### config.mk
export PLATFORM = sky130hd
export DESIGN_NAME = hazard_ctrl_flat
export DESIGN_NICKNAME = d
export VERILOG_FILES = /design/src/rtl/hazard_ctrl_if.sv /design/src/rtl/hazard_ctrl.sv /design/src/flat_wrapper.sv
export SDC_FILE = /design/constraint.sdc
export NUM_CORES = 1
export LEC_CHECK = 0
export ABC_AREA = 1
export BUFFER_PORTS_ARGS = -buffer_cell sky130_fd_sc_hd__buf_2
export CAP_MARGIN = 20
export CORE_MARGIN = 2
export CORE_UTILIZATION = 47
export DETAILED_ROUTE_END_ITERATION = 8
export HOLD_SLACK_MARGIN = 0.02
export PLACE_DENSITY = 0.85
export SYNTH_ARGS = -nofsm -noshare
export SYNTH_HDL_FRONTEND = slang
export SYNTH_SLANG_ARGS = --single-unit
### constraint.sdc
create_clock -name clk -period 1.6 [get_ports clk]
set_input_delay 0.32 -clock clk [delete_from_list [all_inputs] [get_ports clk]]
set_output_delay 0.32 -clock clk [all_outputs]
set_load 0.05 [all_outputs]
### src/rtl/hazard_ctrl_if.sv
`default_nettype none
// ============================================================================
//  Module      : hazard_ctrl_if
//  Description : Signal bundle between the pipeline datapath and the hazard
//                controller. The slave modport is the controller's view; the
//                master modport is the datapath's view.
//  Signals     :
//    id_rs, id_rt, id_uses_rt        IF/ID source register fields
//    ex_mem_read, ex_rt              ID/EX load indication and destination
//    mem_branch, mem_zero, mem_jump  EX/MEM redirect inputs
//    mem_access                      EX/MEM data-memory access
//    pc_we, pc_sel                   PC load enable and source select
//    *_we, *_flush                   pipeline buffer enables and bubble loads
//    mem_busy                        multi-cycle memory stall in progress
//    stall_cnt, flush_cnt            saturating performance counters
//  Revision    : 1.0 - initial release
// ============================================================================
interface hazard_ctrl_if;
  logic [4:0]  id_rs;
  logic [4:0]  id_rt;
  logic        id_uses_rt;
  logic        ex_mem_read;
  logic [4:0]  ex_rt;
  logic        mem_branch;
  logic        mem_zero;
  logic        mem_jump;
  logic        mem_access;

  logic        pc_we;
  logic [1:0]  pc_sel;
  logic        ifid_we;
  logic        idex_we;
  logic        exmem_we;
  logic        ifid_flush;
  logic        idex_flush;
  logic        exmem_flush;
  logic        memwb_flush;
  logic        mem_busy;
  logic [15:0] stall_cnt;
  logic [15:0] flush_cnt;

  modport slave (
    input  id_rs, id_rt, id_uses_rt, ex_mem_read, ex_rt,
           mem_branch, mem_zero, mem_jump, mem_access,
    output pc_we, pc_sel, ifid_we, idex_we, exmem_we,
           ifid_flush, idex_flush, exmem_flush, memwb_flush,
           mem_busy, stall_cnt, flush_cnt
  );

  modport master (
    output id_rs, id_rt, id_uses_rt, ex_mem_read, ex_rt,
           mem_branch, mem_zero, mem_jump, mem_access,
    input  pc_we, pc_sel, ifid_we, idex_we, exmem_we,
           ifid_flush, idex_flush, exmem_flush, memwb_flush,
           mem_busy, stall_cnt, flush_cnt
  );
endinterface
`default_nettype wire

### src/rtl/hazard_ctrl.sv
`default_nettype none
// ============================================================================
//  Module      : hazard_ctrl
//  Description : Pipeline sequencing controller for the five-stage MIPS core.
//                Resolves load-use hazards, MEM-stage branch/jump redirects
//                and multi-cycle data-memory accesses, and keeps saturating
//                stall / redirect counters for performance debug.
//  Parameters  :
//    MEM_LAT     data-memory latency in cycles (1..16, 1 = no memory stall)
//  Ports       :
//    clk         pipeline clock, rising edge
//    rst         synchronous active-high reset
//    hz          hazard_ctrl_if.slave bundle (hazard inputs, pipeline
//                enables/flushes, PC select, mem_busy, counters)
//  Revision    : 1.0 - initial release
// ============================================================================
module hazard_ctrl #(
  parameter int MEM_LAT = 1
) (
  input  logic         clk,
  input  logic         rst,
  hazard_ctrl_if.slave hz
);

  // WAIT reload value: the entry cycle is the first stall, so MEM_LAT-2
  // further stall cycles remain before the release cycle.
  localparam int       c_LAT_M2      = (MEM_LAT >= 2) ? (MEM_LAT - 2) : 0;
  localparam logic [3:0] c_CNT_RELOAD = c_LAT_M2[3:0];
  localparam bit       c_MEM_MULTI   = (MEM_LAT > 1);
  localparam logic [15:0] c_CNT_MAX  = 16'hFFFF;

  localparam logic [1:0] c_PC_SEQ    = 2'b00;
  localparam logic [1:0] c_PC_BRANCH = 2'b01;
  localparam logic [1:0] c_PC_JUMP   = 2'b10;

  typedef enum logic [0:0] {
    S_RUN  = 1'b0,
    S_WAIT = 1'b1
  } state_t;

  state_t      state_q, state_d;
  logic [3:0]  cnt_q, cnt_d;
  logic [15:0] stall_cnt_q, flush_cnt_q;

  logic        w_redirect;
  logic        w_load_use;
  logic        w_redirect_taken;

  logic        w_pc_we;
  logic [1:0]  w_pc_sel;
  logic        w_ifid_we;
  logic        w_idex_we;
  logic        w_exmem_we;
  logic        w_ifid_flush;
  logic        w_idex_flush;
  logic        w_exmem_flush;
  logic        w_memwb_flush;
  logic        w_mem_busy;

  // A taken branch or any jump sitting in EX/MEM.
  assign w_redirect = hz.mem_jump | (hz.mem_branch & hz.mem_zero);

  // Load in ID/EX whose destination feeds the instruction in IF/ID.
  // Register 0 is hardwired, so a load into it never creates a hazard.
  assign w_load_use = hz.ex_mem_read && (hz.ex_rt != 5'd0) &&
                      ((hz.ex_rt == hz.id_rs) ||
                       (hz.id_uses_rt && (hz.ex_rt == hz.id_rt)));

  // --------------------------------------------------------------------------
  // State register
  // --------------------------------------------------------------------------
  always_ff @(posedge clk) begin
    if (rst) begin
      state_q <= S_RUN;
      cnt_q   <= 4'd0;
    end else begin
      state_q <= state_d;
      cnt_q   <= cnt_d;
    end
  end

  // --------------------------------------------------------------------------
  // Next-state and control outputs
  // --------------------------------------------------------------------------
  always_comb begin
    state_d          = state_q;
    cnt_d            = cnt_q;
    w_redirect_taken = 1'b0;
    w_pc_we          = 1'b1;
    w_pc_sel         = c_PC_SEQ;
    w_ifid_we        = 1'b1;
    w_idex_we        = 1'b1;
    w_exmem_we       = 1'b1;
    w_ifid_flush     = 1'b0;
    w_idex_flush     = 1'b0;
    w_exmem_flush    = 1'b0;
    w_memwb_flush    = 1'b0;
    w_mem_busy       = 1'b0;

    if (rst) begin
      // Hold the PC and load bubbles everywhere so the pipeline comes out
      // of reset empty.
      w_pc_we       = 1'b0;
      w_ifid_flush  = 1'b1;
      w_idex_flush  = 1'b1;
      w_exmem_flush = 1'b1;
      w_memwb_flush = 1'b1;
      state_d       = S_RUN;
      cnt_d         = 4'd0;
    end else begin
      case (state_q)
        S_RUN: begin
          if (hz.mem_access && c_MEM_MULTI) begin
            // Freeze everything up to EX/MEM; MEM/WB receives bubbles
            // until the access completes.
            w_pc_we       = 1'b0;
            w_ifid_we     = 1'b0;
            w_idex_we     = 1'b0;
            w_exmem_we    = 1'b0;
            w_memwb_flush = 1'b1;
            w_mem_busy    = 1'b1;
            cnt_d         = c_CNT_RELOAD;
            state_d       = S_WAIT;
          end else if (w_redirect) begin
            // Three younger instructions are on the wrong path.
            w_pc_sel         = hz.mem_jump ? c_PC_JUMP : c_PC_BRANCH;
            w_ifid_flush     = 1'b1;
            w_idex_flush     = 1'b1;
            w_exmem_flush    = 1'b1;
            w_redirect_taken = 1'b1;
          end else if (w_load_use) begin
            // Hold PC and IF/ID one cycle; a bubble enters ID/EX.
            w_pc_we      = 1'b0;
            w_ifid_we    = 1'b0;
            w_idex_flush = 1'b1;
          end
        end

        S_WAIT: begin
          if (cnt_q != 4'd0) begin
            w_pc_we       = 1'b0;
            w_ifid_we     = 1'b0;
            w_idex_we     = 1'b0;
            w_exmem_we    = 1'b0;
            w_memwb_flush = 1'b1;
            w_mem_busy    = 1'b1;
            cnt_d         = cnt_q - 4'd1;
          end else begin
            // Release cycle: the access completes and EX/MEM advances.
            // Hazard inputs still reflect the frozen pipeline and are not
            // acted on here.
            state_d = S_RUN;
          end
        end

        default: begin
          state_d = S_RUN;
          cnt_d   = 4'd0;
        end
      endcase
    end
  end

  // --------------------------------------------------------------------------
  // Saturating performance counters
  // --------------------------------------------------------------------------
  always_ff @(posedge clk) begin
    if (rst) begin
      stall_cnt_q <= 16'd0;
      flush_cnt_q <= 16'd0;
    end else begin
      if (!w_pc_we && (stall_cnt_q != c_CNT_MAX)) begin
        stall_cnt_q <= stall_cnt_q + 16'd1;
      end
      if (w_redirect_taken && (flush_cnt_q != c_CNT_MAX)) begin
        flush_cnt_q <= flush_cnt_q + 16'd1;
      end
    end
  end

  assign hz.pc_we       = w_pc_we;
  assign hz.pc_sel      = w_pc_sel;
  assign hz.ifid_we     = w_ifid_we;
  assign hz.idex_we     = w_idex_we;
  assign hz.exmem_we    = w_exmem_we;
  assign hz.ifid_flush  = w_ifid_flush;
  assign hz.idex_flush  = w_idex_flush;
  assign hz.exmem_flush = w_exmem_flush;
  assign hz.memwb_flush = w_memwb_flush;
  assign hz.mem_busy    = w_mem_busy;
  assign hz.stall_cnt   = stall_cnt_q;
  assign hz.flush_cnt   = flush_cnt_q;

endmodule
`default_nettype wire

### src/flat_wrapper.sv
// flat-port wrapper written by rule: the top's interface ports become plain ports
module hazard_ctrl_flat 
#(
  parameter int MEM_LAT = 1
)
  (clk, rst, hz_id_rs, hz_id_rt, hz_id_uses_rt, hz_ex_mem_read, hz_ex_rt, hz_mem_branch, hz_mem_zero, hz_mem_jump, hz_mem_access, hz_pc_we, hz_pc_sel, hz_ifid_we, hz_idex_we, hz_exmem_we, hz_ifid_flush, hz_idex_flush, hz_exmem_flush, hz_memwb_flush, hz_mem_busy, hz_stall_cnt, hz_flush_cnt);
  hazard_ctrl_if hz_i ();
  input  logic clk;
  input  logic rst;
  input wire logic [$bits(hz_i.id_rs)-1:0] hz_id_rs;
  input wire logic [$bits(hz_i.id_rt)-1:0] hz_id_rt;
  input wire logic [$bits(hz_i.id_uses_rt)-1:0] hz_id_uses_rt;
  input wire logic [$bits(hz_i.ex_mem_read)-1:0] hz_ex_mem_read;
  input wire logic [$bits(hz_i.ex_rt)-1:0] hz_ex_rt;
  input wire logic [$bits(hz_i.mem_branch)-1:0] hz_mem_branch;
  input wire logic [$bits(hz_i.mem_zero)-1:0] hz_mem_zero;
  input wire logic [$bits(hz_i.mem_jump)-1:0] hz_mem_jump;
  input wire logic [$bits(hz_i.mem_access)-1:0] hz_mem_access;
  output wire logic [$bits(hz_i.pc_we)-1:0] hz_pc_we;
  output wire logic [$bits(hz_i.pc_sel)-1:0] hz_pc_sel;
  output wire logic [$bits(hz_i.ifid_we)-1:0] hz_ifid_we;
  output wire logic [$bits(hz_i.idex_we)-1:0] hz_idex_we;
  output wire logic [$bits(hz_i.exmem_we)-1:0] hz_exmem_we;
  output wire logic [$bits(hz_i.ifid_flush)-1:0] hz_ifid_flush;
  output wire logic [$bits(hz_i.idex_flush)-1:0] hz_idex_flush;
  output wire logic [$bits(hz_i.exmem_flush)-1:0] hz_exmem_flush;
  output wire logic [$bits(hz_i.memwb_flush)-1:0] hz_memwb_flush;
  output wire logic [$bits(hz_i.mem_busy)-1:0] hz_mem_busy;
  output wire logic [$bits(hz_i.stall_cnt)-1:0] hz_stall_cnt;
  output wire logic [$bits(hz_i.flush_cnt)-1:0] hz_flush_cnt;
  assign hz_i.id_rs = hz_id_rs;
  assign hz_i.id_rt = hz_id_rt;
  assign hz_i.id_uses_rt = hz_id_uses_rt;
  assign hz_i.ex_mem_read = hz_ex_mem_read;
  assign hz_i.ex_rt = hz_ex_rt;
  assign hz_i.mem_branch = hz_mem_branch;
  assign hz_i.mem_zero = hz_mem_zero;
  assign hz_i.mem_jump = hz_mem_jump;
  assign hz_i.mem_access = hz_mem_access;
  assign hz_pc_we = hz_i.pc_we;
  assign hz_pc_sel = hz_i.pc_sel;
  assign hz_ifid_we = hz_i.ifid_we;
  assign hz_idex_we = hz_i.idex_we;
  assign hz_exmem_we = hz_i.exmem_we;
  assign hz_ifid_flush = hz_i.ifid_flush;
  assign hz_idex_flush = hz_i.idex_flush;
  assign hz_exmem_flush = hz_i.exmem_flush;
  assign hz_memwb_flush = hz_i.memwb_flush;
  assign hz_mem_busy = hz_i.mem_busy;
  assign hz_stall_cnt = hz_i.stall_cnt;
  assign hz_flush_cnt = hz_i.flush_cnt;
  hazard_ctrl #(.MEM_LAT(MEM_LAT)) u_core (.clk(clk), .rst(rst), .hz(hz_i));
endmodule
* After elaboration in Yosys (flattened, before gate mapping)
Cells that the tools add are included.
Operators by class: eq/ne operators 4, add/sub/neg operators 3, muxes and demuxes 24, bitwise operators 3, reductions and logical operators 10
Operators by type and width (count):
- $add A16 B1 Y16 const B | 2
- $ne A16 B16 Y1 const B | 2
- $mux W1 | 19
- $eq A5 B5 Y1 | 2
- $mux W2 | 4
- $logic_and A1 B1 Y1 | 5
- $reduce_bool A5 Y1 | 1
- $reduce_bool A4 Y1 | 1
- $sub A4 B1 Y4 const B | 1
- $pmux W1 S2 | 1
- $reduce_and A2 Y1 | 1
- $and A1 B1 Y1 | 1
- $logic_not A1 Y1 | 1
- $logic_or A1 B1 Y1 | 1
- $not A1 Y1 | 1
- $or A1 B1 Y1 | 1
Word-level totals: output and inout port bits 43, flip-flop bits (word level) 37

* Longest topological paths before layout
Gate-level depths: netlist of run 1.
depth in word-level cells 10, mapped depth 12, mapped depth without buffers 11

* Worst setup path after synthesis of run 1
No wires, ideal clock.
kind reg-to-output, from register u_core.cnt_q[0], to output hz_ifid_we, cell stages (with the launch flop) 9, buffers on the path 0, data arrival time 2.511 ns, setup slack -1.231 ns, cell sequence dfxtp_1 inv_1 ha_1 a31oi_1 inv_1 nor2_1 inv_1 o21ai_0 inv_1
Between the ends: cells in the longest elaborated chain, start to end 4
Ends and longest elaborated chain:
- start: declaration | line hazard_ctrl.sv:42 | logic [3:0] cnt_q, cnt_d;
- start signal: assignment | line hazard_ctrl.sv:78 | cnt_q <= cnt_d;
- $reduce_bool A4 Y1 | line hazard_ctrl.sv:140 | if (cnt_q != 4'd0) begin
- $mux W1 | line hazard_ctrl.sv:140
- $pmux W1 S2 | line hazard_ctrl.sv:111 | case (state_q)
- $mux W1 | line hazard_ctrl.sv:100 | if (rst) begin
- end: declaration | line flat_wrapper.sv:21 | output wire logic [$bits(hz_i.ifid_we)-1:0] hz_ifid_we;
Every way passes these cells.

* Final worst setup path of run 1
Same ends and word-level chain as after synthesis.

==> results of run 1 <==
==> where the power goes <==
group	internal [uW]	switching [uW]
registers	930	15.0
clock network	302	349
logic	122	204
total	1350	569
==> Yosys cell counts (all sizes together), types with 2 or more instances <==
master / count / area (sq um)
nand3: 35 / 193
o21ai: 10 / 50.0
buf: 8 / 56.3
xor2: 11 / 96.3
nor2: 38 / 150
dfxtp: 37 / 741
inv: 48 / 180
nor3: 12 / 65.1
nor4: 2 / 18.8
nand4: 7 / 43.8
nand2: 91 / 347
ha: 3 / 37.5
a21oi: 30 / 154
xnor2: 7 / 61.3
clkbuf: 4 / 15.0
==> routing by layer <==
metal  share of wire (%)  up-vias  routed length, um  track usage (%)
li1                    -     1311                  -                -
met1                  43     1219               2720             26.4
met2                  51       67               3230             40.7
met3                 4.5       13                289             4.66
met4                 2.0        0                129             7.88
met5                   0        -                  0                0
==> state kept, by name (all words and copies together), names as in the netlist <==
| register | cells |
|---|---|
| u_core.hz.flush_cnt | 16 |
| u_core.hz.stall_cnt | 16 |
| u_core.cnt_q | 4 |
| u_core.state_q | 1 |
==> kinds of logic (layout without fill, tap and decap cells) <==
group	Yosys count	after routing	synth area share (%)
AO/OA/AOI/OAI	45	45	10.6
XOR/XNOR	18	18	6.97
adder cells (fa/ha/maj)	3	3	1.66
buffers and inverters	60	152	11.1
flip-flops	37	37	32.8
AND/OR/NAND/NOR	187	187	36.9
==> final cells by class <==
type / instances / area (sq um)
inverters: 48 / 195
clock inverters: 3 / 16.3
well taps: 54 / 67.6
fillers: 372 / 1480
repair buffers: 96 / 658
flip-flops and latches: 37 / 787
clock buffers: 5 / 68.8
multi-input cells: 253 / 1420
==> worst reg2reg max path: stages (launching register included) <==
cell,delay (ps)
dfxtp_2,320
inv_2,70
ha_4,150
a31oi_4,90
buf_4,160
nor2_4,140
nand2_4,90
buf_6,140
buf_4,140
a21oi_1,140
nor2_1,60
==> repair_timing <==
item | 4_1_cts | 5_1_grt
setup endpoints to repair | 8 | 28
gates resized for setup | 20 | 32
buffers inserted | 4 | 6
pin swaps | 2 | 5
==> final timing paths <==
kind	startpoint	end	slack [ps]	cells after the start
worst max-delay path	u_core.cnt_q[0]	hz_ifid_we	-310	9
worst min-delay path	rst	u_core.cnt_q[3]	440	2
worst max register to register	u_core.cnt_q[1]	u_core.hz.stall_cnt[0]	0	10
worst min register to register	u_core.hz.flush_cnt[10]	u_core.hz.flush_cnt[10]	480	2
==> metrics by stage <==
| step | util [%] | setup slack, ps | setup TNS, ps | cell area (sq um) |
|---|---|---|---|---|
| 2_1_floorplan | - | -467 | -1600 | 2390 |
| 3_3_place_gp | 61.3 | -139 | -2160 | 2880 |
| 3_5_place_dp | 61.3 | -180 | -2890 | 2880 |
| 4_1_cts | 64.9 | -267 | -1310 | 3040 |
| 5_1_grt | 68.5 | -370 | -2190 | 3210 |
| 6_report | 68.5 | -306 | -1470 | 3210 |
==> results.tsv, run 1 <==
stage	metric	value	unit
status	outcome	finished with violations	
status	failing checks	setup timing	
clock_tree	Skew-Pair Late Insertion Delay	290	ps
route	routed wire length	6370	um
clock_tree	CTS Hold Buffers Added	0	
route	via count	2610	
critical_path	CP endpoint kind	output pin	
timing	Tcrit/Tclk final	119	%
layout	fin cells	496	
global_routing	global-route wire length before repair	9640	um
clock_tree	CTS tree	yes	
synth	Synth Warn #	0	
timing	final slew viol count	0	
floorplanning	Top Ports	66	
synth	Async S/R FF share, synth	0	%
layout	nets	467	
critical_path	Crit Path Class	flop to output pin	
layout	diode insertion count for antenna repair	0	
timing	fmax	525	MHz
clock_tree	CTS buffer count	5	
route	initial drt markers	136	
timing	Tmin final	1910	ps
clock_tree	Clk Tree Root Cell	clkbuf_8	
synth	main flop type after synthesis	dfxtp_1	
placed_design	HPWL Detailed	4240	um
synth	number of enable flip-flop cells after synthesis	0	
synth	Seq/Total Area, Yosys	32.8	%
critical_path	Max stage delay on crit path	330	ps
pwr	static leakage	0.00145	uW
global_routing	vias in the first global route	2335	
route	via/cell ratio	5.26	
critical_path	CP Cell Sequence	inv_2 -> ha_4 -> a31oi_4 -> inv_2 -> nor2_4 -> clkinvlp_4 -> o21ai_2 -> inv_4 -> buf_6	
route	drt first pass iters	4	
placed_design	PortBufs	64	
critical_path	crit path DAT	1590	ps
floorplanning	DIE AREA	5380	sq um
timing	Worst Hold Slack	440	ps
critical_path	Critical Path Fanout Max	4	
placed_design	gp weighted congestion	0.896	
critical_path	Bufs and invs on worst path	5	
floorplanning	chip width	73.4	um
global_routing	largest net degree at the start of global routing	14	
clock_tree	clk sink count	37	
critical_path	slowest CP cell	dfxtp_2	
global_routing	global route overflow	0	
synth	Syn Nets	376	
synth	Cell Area, Synth	2260	sq um
pwr	Tot Pwr	1920	uW
timing	Slew HR	75.2	%
clock_tree	H-tree depth reported by CTS	2	
global_routing	gr usage total	22.6	%
clock_tree	Clock Path Buffers	2	
timing	Max Clock Skew	11.4	ps
critical_path	Req. time, crit path	1280	ps
layout	commonest non-fill, non-tap cell in the layout	nand2_1	
synth	Syn Area/Cell	6.46	sq um
timing	unrepaired setup endpoints after global routing	yes	
synth	Gate Count Post-Synth	350	
layout	synth-to-layout area growth	42.1	%
synth	Yosys cell types	33	
placed_design	dpl cells	478	
timing	setup slack after layout	-306	ps
timing	Hold Fails Final Rpt	0	
critical_path	Critical Path Source Type	flop	
timing	Finish-stage setup viols	6	
timing	worst slew pin tran	368	ps
global_routing	initial antenna violation count	0	
run	max cap viols	0	
route	Post-DRT Antenna Nets	0	
pwr	peak supply drop	0.413	mV
clock_tree	CTS clk-pin slew, worst paths	80	ps
synth	flop and latch count out of synthesis	37	
critical_path	CP most frequent cell	inv_2	
layout	most frequent cells in the layout	nand2_1 (86), buf_2 (54), inv_1 (34)	
route	DRC	0	
floorplanning	Starting Density	48.2	%
floorplanning	FP Rows	25	
route	DR WL/cell	12.8	um
critical_path	cell family with most CP delay	buffers and inverters	
floorplanning	die height	73.4	um
layout	share of cells above drive strength 1	40.3	%
floorplanning	Core ar.	4690	sq um
pwr	P per Cell Area	598	nW/um^2
min_path	worst min-delay path class	input pin to flop	
Power figures use the tool's default switching activity.
==> inputs of run 2 (changes only) <==
--- a/config.mk
+++ b/config.mk
@@ -9,10 +9,10 @@
 export BUFFER_PORTS_ARGS = -buffer_cell sky130_fd_sc_hd__buf_2
 export CAP_MARGIN = 20
 export CORE_MARGIN = 2
-export CORE_UTILIZATION = 47
+export CORE_UTILIZATION = 30
 export DETAILED_ROUTE_END_ITERATION = 8
 export HOLD_SLACK_MARGIN = 0.02
-export PLACE_DENSITY = 0.85
+export PLACE_DENSITY = 0.62
 export SYNTH_ARGS = -nofsm -noshare
 export SYNTH_HDL_FRONTEND = slang
 export SYNTH_SLANG_ARGS = --single-unit
==> run 2 against run 1 <==
  * The flow still finishes with violations (setup timing)
  * Wire length down 1.6%
  * Combinational power up 2%
  * Clock skew up 4.8 ps
  * Critical path depth unchanged
==> results.tsv, run 2 (synthesis results as in run 1) <==
stage	metric	value	unit
clock_tree	clk sink count	37	
timing	Hold Fails Final Rpt	0	
floorplanning	DIE AREA	8250	sq um
floorplanning	FP Rows	31	
critical_path	Critical Path Source Type	flop	
layout	share of cells above drive strength 1	41.5	%
timing	fmax	529	MHz
global_routing	largest net degree at the start of global routing	14	
timing	post-route setup TNS	-2870	ps
clock_tree	Clk Tree Root Cell	clkbuf_8	
floorplanning	die height	90.8	um
run	max cap viols	0	
status	failing checks	setup timing	
critical_path	Req. time, crit path	1280	ps
layout	register area	787	sq um
layout	diode insertion count for antenna repair	0	
placed_design	gp weighted congestion	0.823	
layout	fillers	760	
route	DR WL/cell	11.5	um
pwr	peak supply drop	0.290	mV
layout	fin cells	547	
route	Post-DRT Antenna Nets	0	
clock_tree	CTS clk-pin slew, worst paths	70	ps
pwr	Tot Pwr	2050	uW
timing	Slew HR	74.1	%
critical_path	Max stage delay on crit path	320	ps
floorplanning	Core ar.	7290	sq um
placed_design	HPWL Detailed	4610	um
critical_path	crit path DAT	1570	ps
layout	synth-to-layout area growth	47.8	%
floorplanning	chip width	90.8	um
placed_design	Placed Area	2960	sq um
timing	final slew viol count	0	
placed_design	PortBufs	64	
global_routing	vias in the first global route	2394	
floorplanning	Top Ports	66	
min_path	Worst Hold End	u_core.hz.flush_cnt[15]	
layout	most frequent cells in the layout	nand2_1 (86), buf_2 (54), buf_4 (35)	
min_path	worst hold stages	2	
route	drt first pass iters	4	
critical_path	Critical Path Fanout Max	2	
timing	Tmin final	1890	ps
placed_design	dpl cells	529	
pwr	P per Cell Area	613	nW/um^2
route	via/cell ratio	4.68	
critical_path	CP Launch Point	u_core.cnt_q[1]	
critical_path	CP endpoint kind	output pin	
critical_path	reg2reg setup slack	-140	ps
route	routed wire length	6270	um
timing	unrepaired setup endpoints after global routing	yes	
critical_path	reg2reg path depth	12	
clock_tree	CTS tree	yes	
min_path	worst min-delay path class	flop to flop	
global_routing	gr usage total	14.7	%
global_routing	global-route wire length before repair	10100	um
timing	Tcrit/Tclk final	118	%
layout	Multi-input gate area	1430	sq um
layout	nets	473	
floorplanning	Starting Density	31.0	%
critical_path	reg2reg start	u_core.cnt_q[1]	
clock_tree	CTS buffer count	5	
layout	post-route cell area	3340	sq um
critical_path	slowest CP cell	dfxtp_2	
timing	Finish-stage setup viols	22	
critical_path	CP Cell Sequence	inv_2 -> ha_4 -> a31oi_4 -> buf_4 -> buf_6 -> nor2_4 -> nand2_4 -> clkinvlp_4 -> buf_8	
route	via count	2560	
route	DRC	0	
pwr	static leakage	0.00147	uW
critical_path	r2r endpoint	u_core.hz.stall_cnt[14]	
layout	commonest non-fill, non-tap cell in the layout	nand2_1	
timing	setup slack after layout	-290	ps
clock_tree	H-tree depth reported by CTS	2	
timing	Max Clock Skew	16.3	ps
global_routing	global route overflow	0	
critical_path	Crit Path Class	flop to output pin	
route	initial drt markers	74	
timing	worst slew pin tran	385	ps
clock_tree	Clock Path Buffers	2	
global_routing	initial antenna violation count	0	
status	outcome	finished with violations	
min_path	hold_sp	u_core.hz.flush_cnt[15]	
clock_tree	Skew-Pair Late Insertion Delay	300	ps
timing	Worst Hold Slack	486	ps
## run 2: power breakdown
group          switching, uW  internal [uW]  total (uW)
clock                    366            406         772
sequential              12.5            930         942
combinational            205            128         333
## run 2: final cells by class
type	count	area share, %
clock buffers	7	2.92
inverters	48	5.69
well taps	99	3.71
multi-input cells	254	42.9
clock inverters	1	0.262
flip-flops and latches	37	23.5
repair buffers	101	21.0
## run 2: what timing repair did
item                                    in CTS  in global routing
gates resized for setup                     21                 31
gates cloned                                 0                  2
hold buffers                                 0                  0
buffers inserted                             5                  5
endpoints found under the setup margin       8                 25
pin swaps                                    3                  3
## run 2: metal layers
layer | up-vias | wire length (um) | track usage [%]
li1 | 1330 | - | -
met1 | 1161 | 2910 | 17.6
met2 | 58 | 3030 | 26.1
met3 | 11 | 242 | 3.01
met4 | 0 | 79 | 4.80
met5 | - | 0 | 0
## run 2: worst max-delay path by stage
stage	endpoint	slack [ps]	depth (start not counted)
3_5_place_dp	u_core.hz.stall_cnt[1]	-230	13
2_1_floorplan	hz_ifid_we	-470	8
4_1_cts	hz_ifid_we	-270	9
5_1_grt	hz_pc_we	-360	9
6_report	hz_pc_we	-290	9
3_3_place_gp	u_core.hz.stall_cnt[3]	-210	13
## run 2: critical path: cells and delay by family (launching register included)
kind	cells	cell delay (ps)
compound gates	1	80
fa+ha+maj	1	150
buf+inv	5	540
flops	1	320
simple gates	2	190
## run 2: metrics by stage
stage,setup WS (ps),util [%]
after global placement,-213,40.6
after global routing,-359,45.8
after floorplan,-467,-
final,-290,45.8
after detailed placement,-232,40.6
after CTS,-275,43.5
==> inputs of run 3 (changes only) <==
--- a/config.mk
+++ b/config.mk
@@ -8,6 +8,7 @@
 export ABC_AREA = 1
 export BUFFER_PORTS_ARGS = -buffer_cell sky130_fd_sc_hd__buf_2
 export CAP_MARGIN = 20
+export CORE_ASPECT_RATIO = 0.6
 export CORE_MARGIN = 2
 export CORE_UTILIZATION = 30
 export DETAILED_ROUTE_END_ITERATION = 8
==> run 3 against run 2 <==
  * Wire length up 7.7%
  * Clock skew fell by 14 ps
  * Largest power group is now the clock network
  * Critical path type unchanged
  * Via count down 0.66%
  * The run still ends with setup timing left
  * Non-clock buffer count is 5 lower
  * Largest cell class unchanged
  * Combinational power shrank 2%
  * Utilization decreased by 0.69 points
  * Cell count fell by 0.18%
  * Global-route usage increased by 2.2 points
  * Die area increased by 0.28%
  * Highest routed layer unchanged
==> results.tsv, run 3 (synthesis results as in run 1) <==
stage	metric	value	unit
timing	post-route setup TNS	-2250	ps
timing	worst slew pin tran	479	ps
timing	fmax	535	MHz
clock_tree	H-tree depth reported by CTS	2	
critical_path	CP endpoint kind	output pin	
timing	Finish-stage setup viols	20	
placed_design	HPWL Detailed	5170	um
route	DRC	0	
clock_tree	clk sink count	37	
layout	nets	467	
floorplanning	FP Rows	24	
critical_path	Critical Path Fanout Max	4	
route	Met3 Wirelength	473	um
timing	unrepaired setup endpoints after global routing	yes	
clock_tree	CTS Hold Buffers Added	0	
global_routing	initial antenna violation count	0	
status	outcome	finished with violations	
route	via count	2543	
placed_design	Placed Area	2980	sq um
route	routed length on met2	2650	um
pwr	P per Cell Area	681	nW/um^2
clock_tree	Clk Tree Root Cell	clkbuf_16	
pwr	Sw Share	27.3	%
route	routed wire length	6750	um
timing	setup slack after layout	-270	ps
pwr	Comb power frac	14.6	%
floorplanning	DIE AREA	8270	sq um
run	max cap viols	0	
critical_path	CP most frequent cell	inv_2	
pwr	sequential power share	42.3	%
global_routing	gr usage total	16.9	%
layout	diode insertion count for antenna repair	0	
global_routing	largest net degree at the start of global routing	13	
route	DR WL/cell	12.4	um
clock_tree	Clock Path Buffers	2	
clock_tree	CTS tree	yes	
pwr	Tot Pwr	2230	uW
critical_path	Bufs and invs on worst path	5	
timing	Max Clock Skew	2.35	ps
floorplanning	Top Ports	66	
critical_path	Req. time, crit path	1280	ps
global_routing	vias in the first global route	2285	
critical_path	crit path DAT	1550	ps
global_routing	global-route wire length before repair	11200	um
floorplanning	chip width	116	um
timing	Slew HR	67.8	%
route	drt first pass iters	6	
timing	Hold Fails Final Rpt	0	
timing	Worst Hold Slack	432	ps
floorplanning	die height	71.2	um
timing	Tcrit/Tclk final	117	%
pwr	P_sw	611	uW
layout	share of cells above drive strength 1	38.7	%
placed_design	gp weighted congestion	0.874	
timing	Tmin final	1870	ps
route	Post-DRT Antenna Nets	0	
layout	Util after Layout	45.1	%
layout	commonest non-fill, non-tap cell in the layout	nand2_1	
route	met1 wire length	3570	um
critical_path	CP Cell Sequence	inv_2 -> ha_4 -> a31oi_4 -> inv_2 -> nor2_4 -> clkinvlp_4 -> o21ai_2 -> inv_4 -> buf_6	
floorplanning	Core ar.	7270	sq um
critical_path	cell family with most CP delay	buffers and inverters	
layout	synth-to-layout area growth	45.1	%
clock_tree	CTS clk-pin slew, worst paths	60	ps
layout	post-route cell area	3280	sq um
critical_path	slowest CP cell	dfxtp_2	
placed_design	PortBufs	64	
critical_path	Max stage delay on crit path	320	ps
status	failing checks	setup timing	
layout	most frequent cells in the layout	nand2_1 (85), buf_2 (54), inv_1 (34)	
route	highest routed layer	met4	
pwr	static leakage	0.00146	uW
clock_tree	CTS buffer count	5	
pwr	Pint	1620	uW
min_path	worst min-delay path class	input pin to flop	
pwr	share of total power in the clock network	43.0	%
pwr	peak supply drop	0.304	mV
floorplanning	Starting Density	31.1	%
global_routing	global route overflow	0	
route	initial drt markers	160	
timing	final slew viol count	0	
critical_path	Crit Path Class	flop to output pin	
route	via/cell ratio	4.66	
clock_tree	Skew-Pair Late Insertion Delay	280	ps
critical_path	Critical Path Source Type	flop	
run 3: stage by stage:
step | worst slack, ps | cells
after detailed placement | -206 | 535
after global placement | -185 | 535
after floorplan | -467 | 350
after CTS | -283 | 546
final | -270 | 546
after global routing | -350 | 546
run 3: cell type report:
class / instances / area (sq um)
fillers: 761 / 3990
multi-input cells: 253 / 1390
flip-flops and latches: 37 / 787
repair buffers: 96 / 646
inverters: 48 / 193
well taps: 104 / 130
clock buffers: 6 / 129
clock inverters: 2 / 10.0
run 3: repair_timing:
item	CTS	global route
gates cloned	0	0
buffers inserted	3	1
gates resized for setup	26	19
pin swaps	4	6
setup endpoints to repair	7	31
run 3: final timing paths:
kind | cells past startpoint | start | to | slack (ps)
worst max register to register | 11 | u_core.cnt_q[1] | u_core.hz.stall_cnt[9] | -130
worst min-delay path | 2 | rst | u_core.cnt_q[3] | 430
worst max-delay path | 9 | u_core.cnt_q[1] | hz_ifid_we | -270
worst min register to register | 2 | u_core.hz.flush_cnt[15] | u_core.hz.flush_cnt[15] | 480
run 3: power by group through the flow:
stage	Sequential, uW	Clock, uW	Combinational [uW]
CTS	945	991	313
global route	946	1020	355
detailed placement	965	0	289
finish	946	962	327
floorplan	999	0	154
global placement	964	0	286
run 3: metal layers:
metal | track usage [%] | vias up
met4 | 4.10 | 0
met2 | 22.7 | 75
met1 | 26.3 | 1155
li1 | - | 1305
met3 | 4.82 | 8
met5 | 0 | -
